--- src/rtl/mips_bus_arbiter.sv ---
// mips_bus_arbiter: shares the byte-wide memory port between fetch and load/store, one word as 4 big-endian beats.
// Define MIPS_BUS_ARB_RR_EN for round-robin arbitration instead of data-over-fetch priority.
module mips_bus_arbiter #(
    parameter int ADDR_W = 8
) (
    input  logic              clk,
    input  logic              rst,
    input  logic              if_req,
    input  logic [ADDR_W-1:0] if_addr,
    output logic [31:0]       if_rdata,
    output logic              if_ack,
    input  logic              d_req,
    input  logic              d_we,
    input  logic [ADDR_W-1:0] d_addr,
    input  logic [31:0]       d_wdata,
    output logic [31:0]       d_rdata,
    output logic              d_ack,
    input  logic [7:0]        data_in,
    output logic [7:0]        data_out,
    output logic [ADDR_W-1:0] address_out,
    output logic              mem_we,
    output logic              busy
);
    typedef enum logic [1:0] {IDLE, XFER, TAIL, DONE} state_t;
    localparam logic [ADDR_W-1:0] WORD_MASK = ~ADDR_W'(3);
    state_t state_q, state_d;
    logic [1:0] beat_q;
    logic win_data_q, we_q;
    logic [ADDR_W-1:0] addr_q;
    logic [31:0] shift_q, if_rdata_q, d_rdata_q;
    logic data_wins, start, shift_en;
`ifdef MIPS_BUS_ARB_RR_EN
    logic prio_data_q;
    assign data_wins = d_req && (!if_req || prio_data_q);
    always_ff @(posedge clk)
        if (rst) prio_data_q <= 1'b1;
        else if (start) prio_data_q <= !data_wins;
`else
    assign data_wins = d_req;
`endif
    assign start = state_q == IDLE && (if_req || d_req);
    // Writes shift out a byte every beat; reads shift in from beat 1 on, since memory lags one cycle.
    assign shift_en = (state_q == XFER && (we_q || beat_q != 2'd0)) || state_q == TAIL;
    assign address_out = addr_q;
    assign if_rdata = if_rdata_q;
    assign d_rdata = d_rdata_q;
    always_ff @(posedge clk)
        state_q <= rst ? IDLE : state_d;
    always_comb begin
        state_d = state_q;
        case (state_q)
            IDLE: state_d = start ? XFER : IDLE;
            XFER: state_d = beat_q != 2'd3 ? XFER : we_q ? DONE : TAIL;
            TAIL: state_d = DONE;
            DONE: state_d = IDLE;
        endcase
    end
    always_comb begin
        busy     = state_q != IDLE;
        mem_we   = state_q == XFER && we_q;
        data_out = mem_we ? shift_q[31:24] : 8'h00;
        if_ack   = state_q == DONE && !win_data_q;
        d_ack    = state_q == DONE && win_data_q;
    end
    always_ff @(posedge clk) begin
        if (rst) begin
            beat_q     <= 2'd0;
            win_data_q <= 1'b0;
            we_q       <= 1'b0;
            addr_q     <= '0;
            shift_q    <= '0;
            if_rdata_q <= '0;
            d_rdata_q  <= '0;
        end else begin
            if (start) begin
                win_data_q <= data_wins;
                we_q       <= data_wins && d_we;
                addr_q     <= (data_wins ? d_addr : if_addr) & WORD_MASK;
                shift_q    <= d_wdata;
                beat_q     <= 2'd0;
            end
            if (state_q == XFER) begin
                beat_q <= beat_q + 2'd1;
                if (beat_q != 2'd3) addr_q[1:0] <= beat_q + 2'd1;
            end
            if (shift_en) shift_q <= {shift_q[23:0], data_in};
            if (state_q == TAIL && win_data_q) d_rdata_q <= {shift_q[23:0], data_in};
            if (state_q == TAIL && !win_data_q) if_rdata_q <= {shift_q[23:0], data_in};
        end
    end
endmodule

--- config.mk ---
export PLATFORM = sky130hd
export DESIGN_NAME = mips_bus_arbiter
export DESIGN_NICKNAME = d
export VERILOG_FILES = /design/src/rtl/mips_bus_arbiter.sv
export SDC_FILE = /design/constraint.sdc
export NUM_CORES = 1
export LEC_CHECK = 0
export CELL_PAD_IN_SITES_DETAIL_PLACEMENT = 0
export CELL_PAD_IN_SITES_GLOBAL_PLACEMENT = 1
export CORE_ASPECT_RATIO = 0.6
export CORE_MARGIN = 5
export CORE_UTILIZATION = 35
export DETAILED_ROUTE_END_ITERATION = 8
export GPL_ROUTABILITY_DRIVEN = 0
export GPL_TIMING_DRIVEN = 1
export MAX_ROUTING_LAYER = met4
export PLACE_DENSITY = 0.88
export SLEW_MARGIN = 20
export SYNTH_ARGS = -nofsm -noshare
export SYNTH_HDL_FRONTEND = slang
export SYNTH_SLANG_ARGS = --single-unit
--- constraint.sdc ---
create_clock -name clk -period 2.4 [get_ports clk]
set_clock_uncertainty 0.05 [all_clocks]
set_input_delay 0.24 -clock clk [delete_from_list [all_inputs] [get_ports clk]]
set_output_delay 0.24 -clock clk [all_outputs]
set_load 0.01 [all_outputs]
==> results.yml <==
critical_path:
  start_kind: "flop"
  crit_family: "simple AND/OR/NAND/NOR gates"
  startpoint: "state_q[0]"
  cp_num_buf_inv: 1
  cpPeakStageDelay_ns: 0.54
  endpoint_kind: "output port"
  crit_path_top_delay_cell: "clkdlybuf4s50_1"
  critical_path.max_fanout: 11
  crit_chain: "nor2b_4 -> and3_1 -> clkdlybuf4s50_1"
  cp.arrival_ns: 1.91
  required_ns: 2.11
  criticalPathCategory: "reg -> out"
placement:
  io_buffers: 140
  post-place-ws_ns: 0.444
  placed_cell_area_um2: 5820
  dpl.hpwl_um: 9410
  dp_cells: 816
floorplanning:
  die_h_um: 95.8
  die_x_um: 153
  initial_core_util_pct: 35.7
  rows: 31
  pin_count: 145
  core_um2: 12000
  dieArea_um2: 14700
finish:
  stdcell_count: 834
  fin_area_um2: 6110
  nets: 727
  fillCellCount: 1169
  area_delta_synth_final_pct: 42.2
  drive_above_1_share_pct: 4.93
  antenna_cells: 0
sta:
  setup_viol: 0
  hold_slack_ns: 0.216
  fin_ws_ns: 0.205
  grt_setup_unrepaired: "false"
  drv_slew: 0
  max_freq_ghz: 0.455
  hold_viol: 0
  slew_headroom_pct: 71.5
  final.setup.tns_ns: 0
  worst_pin_slew_ns: 0.428
  min_period_ns: 2.20
  finalCritPeriodShare_pct: 91.5
global_route:
  overflow: 0
  grt_pass1_vias: 4195
  grt_pass1_wl_um: 21700
  grt_use_total_pct: 19.0
  antenna_found_initial: 0
  grt_max_degree: 86
routing:
  drc: 0
  drt_iter0_markers: 189
  routedWlPerCell_um: 16.4
  drt_pass1_iterations: 7
  final_antenna_net_count: 0
  vias: 4211
  vias_per_cell: 5.05
  routed_wl_um: 13600
power_and_ir_drop:
  leakage_nw: 2.16
  power.density_nw_per_um2: 627
  ir_worst_vdd_mv: 0.358
logic_synthesis:
  synth_area_leaders: "dfxtp_1, nand2_1, a21oi_1"
  synth_top_area_cell: "dfxtp_1"
  synthMostInstantiatedCell: "nand2_1"
  yosys.area.top_type_share_pct: 51.3
  ys_async_sr_fraction_pct: 0
  synth-seq-cells: 110
  synth_common_cells: "nand2_1, dfxtp_1, a21oi_1"
  synth_warnings: 0
  ys.flop_type: "dfxtp_1"
  synth.avg_cell_area_um2: 7.89
  syn-cell-area_um2: 4290
  synth_enable_flop_cells: 0
  ys_seq_area_share_pct: 51.3
  synth_cell_types: 27
  syn_nets: 607
  synth_cells: 544
cts:
  post_cts_resized: 0
  cts_made_buffers: 9
  ctsHtreeMaxLevel: 3
  holdBufCountCts: 0
  clkLatencyLatePin_ns: 0.34
  clk_pin_slew_ns: 0.07
  cts_tree: "done"
  root_buffer: "clkbuf_16"
  clock_path_buffers: 2
  cts.sinks: 110
worst_hold_path:
  hold_path.class: "in -> reg"
  hp-start: "rst"
status:
  run_status: "finished, final reports clean"
run:
  max_cap_violations: 0
## placed cells by master, fill, tap and decap left out, types with 6 or more instances in the layout
cell	instances
mux2i_1	6
clkdlybuf4s50_1	139
buf_4	9
a21oi_1	68
and3_1	9
a311oi_1	32
a211oi_1	6
nand2_1	196
clkbuf_16	9
dfxtp_1	110
nor2_1	47
## stage by stage
step                      power, W  utilization (%)
after floorplan            0.00225                -
after global placement     0.00248             48.4
after detailed placement   0.00249             48.4
after CTS                  0.00385             50.7
after global routing       0.00400             50.8
final                      0.00383             50.8
## what timing repair did
item | in CTS | in global routing
buffers inserted | 0 | 2
setup endpoints to repair | 0 | 3
endpoints found under the hold margin | 0 | 0
## flip-flops by register name, summed over array words and instances, names as in the netlist, named ones only
register / count
shift_q: 32
state_q: 1
address_out: 8
if_rdata: 32
beat_q: 2
d_rdata: 32
we_q: 1
win_data_q: 1
## metal layers
metal	global-route usage (%)	part of all wire, %	up-vias
li1	-	-	2056
met1	25.0	49	2003
met2	28.7	43	142
met3	6.87	7.7	10
met4	3.78	0.87	0
met5	-	0	-
## kinds of logic after synthesis
logic type,after synthesis,share of synthesized area (%)
compound gates,113,16.9
buf+inv,46,4.84
mux,6,1.40
fa+ha+maj,2,0.583
simple gates,267,25.0
flops,110,51.3
## layout make-up
class / instances / area, um2 / area share (%)
clock buffer: 11 / 233 / 3.81
inverter: 4 / 15.0 / 0.246
clock inverter: 5 / 36.3 / 0.594
tap: 165 / 206 / 3.38
multi-input combinational: 388 / 1890 / 31.0
timing repair buffer: 151 / 1520 / 24.9
sequential: 110 / 2200 / 36.1
## path summary, 6_finish.rpt
path	endpoint	slack (ns)	cells after the start
worst min-delay path	win_data_q	0.22	2
worst max-delay path	data_out[1]	0.20	3
worst max register to register	shift_q[10]	0.72	6
worst min register to register	d_rdata[12]	0.40	2
## power by group
group          total (W)  internal, W  switching (W)
Sequential       0.00201      0.00191      0.0000996
Combinational   0.000447     0.000218       0.000229
Clock            0.00137     0.000706       0.000668
Total            0.00383      0.00283       0.000996
Power figures use the tool's default switching activity.
